### config.mk
export PLATFORM = sky130hd
export DESIGN_NAME = alu4_result_stage
export DESIGN_NICKNAME = d
export VERILOG_FILES = /design/src/rtl/alu4_result_stage.sv
export SDC_FILE = /design/constraint.sdc
export NUM_CORES = 1
export LEC_CHECK = 0
export BUFFER_PORTS_ARGS = -buffer_cell sky130_fd_sc_hd__clkbuf_2
export CORE_MARGIN = 2
export CORE_UTILIZATION = 60
export DETAILED_ROUTE_END_ITERATION = 8
export PLACE_DENSITY_LB_ADDON = 0.05
export SYNTH_ARGS = -nofsm -noshare
export SYNTH_HDL_FRONTEND = slang
export SYNTH_SLANG_ARGS = --single-unit
export TNS_END_PERCENT = 30
### constraint.sdc
create_clock -name clk -period 3.79 [get_ports clk]
set_clock_uncertainty 0.2 [all_clocks]
set_input_delay 0.379 -clock clk [delete_from_list [all_inputs] [get_ports clk]]
set_output_delay 0.379 -clock clk [all_outputs]
set_load 0.05 [all_outputs]
### src/rtl/alu4_result_stage.sv
// ============================================================================
// Module   : alu4_result_stage
// Purpose  : Registered 4-bit ALU output stage with flags and a 2-entry
//            valid/ready result buffer.
// Revision : 1.0 - initial release
// ============================================================================
`default_nettype none

module alu4_result_stage #(
    parameter int WIDTH = 4,
    parameter int CNT_W = 8
) (
    input  logic             clk,
    input  logic             rst_n,
    input  logic             in_valid,
    output logic             in_ready,
    input  logic [WIDTH-1:0] a,
    input  logic [WIDTH-1:0] b,
    input  logic [2:0]       op,
    output logic             out_valid,
    input  logic             out_ready,
    output logic [WIDTH-1:0] y,
    output logic             carry,
    output logic             zero,
    output logic             ovf,
    output logic             err,
    output logic [CNT_W-1:0] done_cnt
);

    localparam int ENTRY_W = WIDTH + 4;

    localparam logic [2:0] OP_AND   = 3'b000;
    localparam logic [2:0] OP_OR    = 3'b001;
    localparam logic [2:0] OP_XOR   = 3'b010;
    localparam logic [2:0] OP_NOT   = 3'b011;
    localparam logic [2:0] OP_ADD   = 3'b100;
    localparam logic [2:0] OP_SUB   = 3'b101;
    localparam logic [2:0] OP_PASSB = 3'b110;

    logic [WIDTH-1:0]   w_y;
    logic               w_carry;
    logic               w_ovf;
    logic               w_err;
    logic               w_zero;
    logic [WIDTH:0]     w_sum;
    logic [WIDTH:0]     w_diff;
    logic [ENTRY_W-1:0] w_entry;
    logic               w_push;
    logic               w_pop;

    logic [ENTRY_W-1:0] r_mem [2];
    logic               r_rd_ptr;
    logic               r_wr_ptr;
    logic [1:0]         r_count;
    logic [CNT_W-1:0]   r_done_cnt;

    always_comb begin
        w_y     = '0;
        w_carry = 1'b0;
        w_ovf   = 1'b0;
        w_err   = 1'b0;
        w_sum   = {1'b0, a} + {1'b0, b};
        w_diff  = {1'b0, a} - {1'b0, b};
        case (op)
            OP_AND:   w_y = a & b;
            OP_OR:    w_y = a | b;
            OP_XOR:   w_y = a ^ b;
            OP_NOT:   w_y = ~a;
            OP_ADD: begin
                w_y     = w_sum[WIDTH-1:0];
                w_carry = w_sum[WIDTH];
                w_ovf   = (a[WIDTH-1] == b[WIDTH-1]) && (w_y[WIDTH-1] != a[WIDTH-1]);
            end
            OP_SUB: begin
                // Borrow out of the extended subtraction means a < b.
                w_y     = w_diff[WIDTH-1:0];
                w_carry = ~w_diff[WIDTH];
                w_ovf   = (a[WIDTH-1] != b[WIDTH-1]) && (w_y[WIDTH-1] != a[WIDTH-1]);
            end
            OP_PASSB: w_y = b;
            default:  w_err = 1'b1;
        endcase
    end

    assign w_zero  = (w_y == '0);
    assign w_entry = {w_y, w_carry, w_zero, w_ovf, w_err};

    // Ready depends only on occupancy, so out_ready never reaches in_ready.
    assign in_ready  = (r_count != 2'd2);
    assign out_valid = (r_count != 2'd0);
    assign w_push    = in_valid && in_ready;
    assign w_pop     = out_valid && out_ready;

    always_ff @(posedge clk or negedge rst_n) begin
        if (!rst_n) begin
            r_mem[0]   <= '0;
            r_mem[1]   <= '0;
            r_rd_ptr   <= 1'b0;
            r_wr_ptr   <= 1'b0;
            r_count    <= 2'd0;
            r_done_cnt <= '0;
        end else begin
            if (w_push) begin
                r_mem[r_wr_ptr] <= w_entry;
                r_wr_ptr        <= ~r_wr_ptr;
            end
            if (w_pop) begin
                r_rd_ptr   <= ~r_rd_ptr;
                r_done_cnt <= r_done_cnt + CNT_W'(1);
            end
            case ({w_push, w_pop})
                2'b10:   r_count <= r_count + 2'd1;
                2'b01:   r_count <= r_count - 2'd1;
                default: r_count <= r_count;
            endcase
        end
    end

    assign {y, carry, zero, ovf, err} = r_mem[r_rd_ptr];
    assign done_cnt = r_done_cnt;

endmodule

`default_nettype wire

==> qor.txt <==
========================================================================================
Antenna-violating nets left                                                            0
Via count of the routed design                                                      1432
Total setup violations reported at the end of the flow                                 0
Post-Route WL                                                                    3680 um
P&R area growth vs syn                                                             11.0%
Detailed-route DRC error count                                                         0
Area of the core                                                              3000 sq um
Cell count after placement                                                           246
Congestion Overflow GR                                                                 0
Number of antenna violations at the first check in global routing                      0
Delay of the slowest cell on the worst path                                      0.38 ns
Fillcell total                                                                       230
Overall Global Routing Usage                                                       22.4%
Clock sinks                                                                           28
Clock-pin transition on the worst setup and hold timing paths                    0.14 ns
Number of search-and-repair iterations in the first detailed-routing pass              4
Via-per-instance ratio                                                              5.71
Count of inserted antenna diode cells                                                  0
Cell Chain, Critical Path                                                   clkbuf_2, ha_1, inv_1, fa_1, nor2_1, a21oi_1, mux2i_1, a31oi_1, and4bb_1, mux2_2
Layout cell share with drive strength beyond 1                                     25.7%
Root buf cell                                                                   clkbuf_4
Final period demand of the worst path                                            2.29 ns
Max Transition Viols Final                                                             0
Share of synthesized area occupied by flip-flops and latches                       37.7%
Boundary pin count                                                                    33
Initial DRC count                                                                     68
GP Congestion                                                                      0.865
Netlist cell types                                                                    40
Critical Path Start Type                                                       input pin
Number of synthesized register bits                                                   28
Most frequent cells in the layout                                           32 x clkbuf_2, 28 x dfrtp_1, 26 x nand2_1, 14 x nor2_1, 14 x ha_1
Post-synthesis instance total                                                        189
Required @ worst endpoint                                                        3.82 ns
Data arrival time of the worst path                                              2.32 ns
Tcrit/Tclk final                                                                   60.4%
Number of rows in the core area                                                       20
Synth area leader                                                                dfrtp_1
Type of the worst setup path                                                input pin to flop
CTS H-tree depth                                                                       1
Chip width                                                                       59.7 um
TritonCTS clock tree                                                               built
Number of synthesis warnings                                                           0
Count of port buffers added during placement                                          32
Worst Hold Slack                                                                0.213 ns
Leading cell types by total area after synthesis                            dfrtp_1 38%, ha_1 9.4%, mux2_2 7.9%, nand2_1 5.3%, xnor2_1 4.7%
Slew HR                                                                            55.0%
Type of element capturing the critical path                                         flop
Layout Nets                                                                          250
HP Class                                                                    input pin to flop
Vias in the first global route                                                      1286
Outcome                                                                     finished clean
Setup repair after global routing missed its margin                                false
Sum of net half-perimeters after detailed placement                              2860 um
Setup TNS                                                                           0 ns
Die boundary height                                                              59.7 um
Clock latency on the worst-skew pair                                             0.33 ns
Power per standard cell area                                                 715 nW/um^2
Average cell area after synthesis                                             9.83 sq um
IR drop worst, VDD                                                              0.409 mV
Average wire per standard cell                                                   14.6 um
Commonest non-fill, non-tap cell in the layout                                  clkbuf_2
Maximum clock path buffer count                                                        2
Least-Margin Pin Slew                                                           0.675 ns
Wire length of the first global-routing pass                                     5950 um
Maximum number of pins on one net before global-route repair                          29
Maximum operating frequency                                                    0.437 GHz
Net count after synthesis                                                            220
Worst-path maximum fanout                                                              4
Highest-delay cell along the critical path                                          fa_1
Count of final hold-check violations                                                   0
Die outline area                                                              3560 sq um
Post-synthesis instance area                                                  1860 sq um
Final cell count without fillers                                                     251
Total clock buffers created by CTS                                                     3
Top-area cell type share of the netlist area                                       37.7%
CTS resizes                                                                            0
Static leakage                                                                   1.05 nW
Max-cap viol count                                                                     0
Effective utilization at floorplan                                                 61.9%
========================================================================================
-- path summary, 6_finish.rpt --
check | from | endpoint | cells past startpoint | slack, ns
max in group asynchronous | rst_n | r_mem[11] | 2 | 2.55
min in group asynchronous | rst_n | r_mem[4] | 2 | 0.42
worst max register to register | r_count[0] | r_count[1] | 6 | 1.93
worst max-delay path | b[0] | r_mem[10] | 10 | 1.50
worst min register to register | done_cnt[7] | done_cnt[7] | 1 | 0.29
worst min-delay path | in_valid | r_wr_ptr | 4 | 0.21
-- timing repair --
item	CTS	global route
hold buffers	1	0
endpoints found under the hold margin	28	0
buffers inserted	0	0
-- worst max-delay path: cells and delay by family --
kind,cells,cell delay [ns]
adder cells (fa/ha/maj),2,0.57
AND/OR/NAND/NOR,2,0.38
AO/OA/AOI/OAI,2,0.38
multiplexers,2,0.42
buffers and inverters,2,0.19
-- cell usage after synthesis (all sizes together) --
cell type,count
nor3b,2
clkbuf,2
nor2b,1
nand3,6
nor4b,1
o21bai,2
o221ai,1
mux4,1
and3,2
o21ai,12
nand2b,3
buf,6
and4bb,1
a21o,1
a2111oi,1
nor3,3
xnor2,10
a32o,1
or2,2
a221o,1
ha,14
a21oi,5
fa,2
a31oi,3
nor2,14
nand2,26
inv,13
mux2,15
mux2i,4
o22ai,1
xor2,5
dfrtp,28
-- where the power goes --
group | internal [mW] | total, mW | switching [mW]
Combinational | 0.255 | 0.800 | 0.546
Sequential | 0.421 | 0.528 | 0.107
Clock | 0.0588 | 0.145 | 0.0863
Total | 0.734 | 1.47 | 0.739
-- stage by stage --
stage | total power [mW] | worst slack [ns] | utilization [%] | area, sq um
floorplan | 1.16 | 1.45 | - | 1860
global placement | 1.30 | 1.28 | 67.1 | 2020
detailed placement | 1.34 | 1.16 | 67.1 | 2020
CTS | 1.48 | 1.51 | 68.7 | 2060
global route | 1.56 | 1.45 | 68.7 | 2060
finish | 1.47 | 1.50 | 68.7 | 2060
-- final cells by class --
type	count	area, sq um	share of cell area, %
inverters	13	48.8	2.37
well taps	33	41.3	2.00
multi-input cells	140	1060	51.6
flip-flops and latches	28	701	34.0
repair buffers	33	170	8.25
clock buffers	4	36.3	1.76
-- cells by family (layout without fill, tap and decap cells) --
family,Yosys count,after routing,synth area share [%]
AOI/OAI and AO/OA,28,28,10.5
xor gates and xnor gates,15,15,7.07
adders and majority gates,16,16,11.6
buffers and inverters,21,50,4.98
DFF,28,28,37.7
muxes,20,20,12.7
and+or+nand+nor,61,61,15.5
-- layer usage --
metal	GRT usage, %	share of wire, %
met5	0	0
met3	1.30	3.2
met1	29.5	45
met2	38.0	50
met4	9.52	1.7
-- sequential cells by signal (all words and copies together) (netlist names) --
register	count
r_mem	16
done_cnt	8
r_wr_ptr	1
r_rd_ptr	1
r_count	2
(Power assumes the default switching activity.)
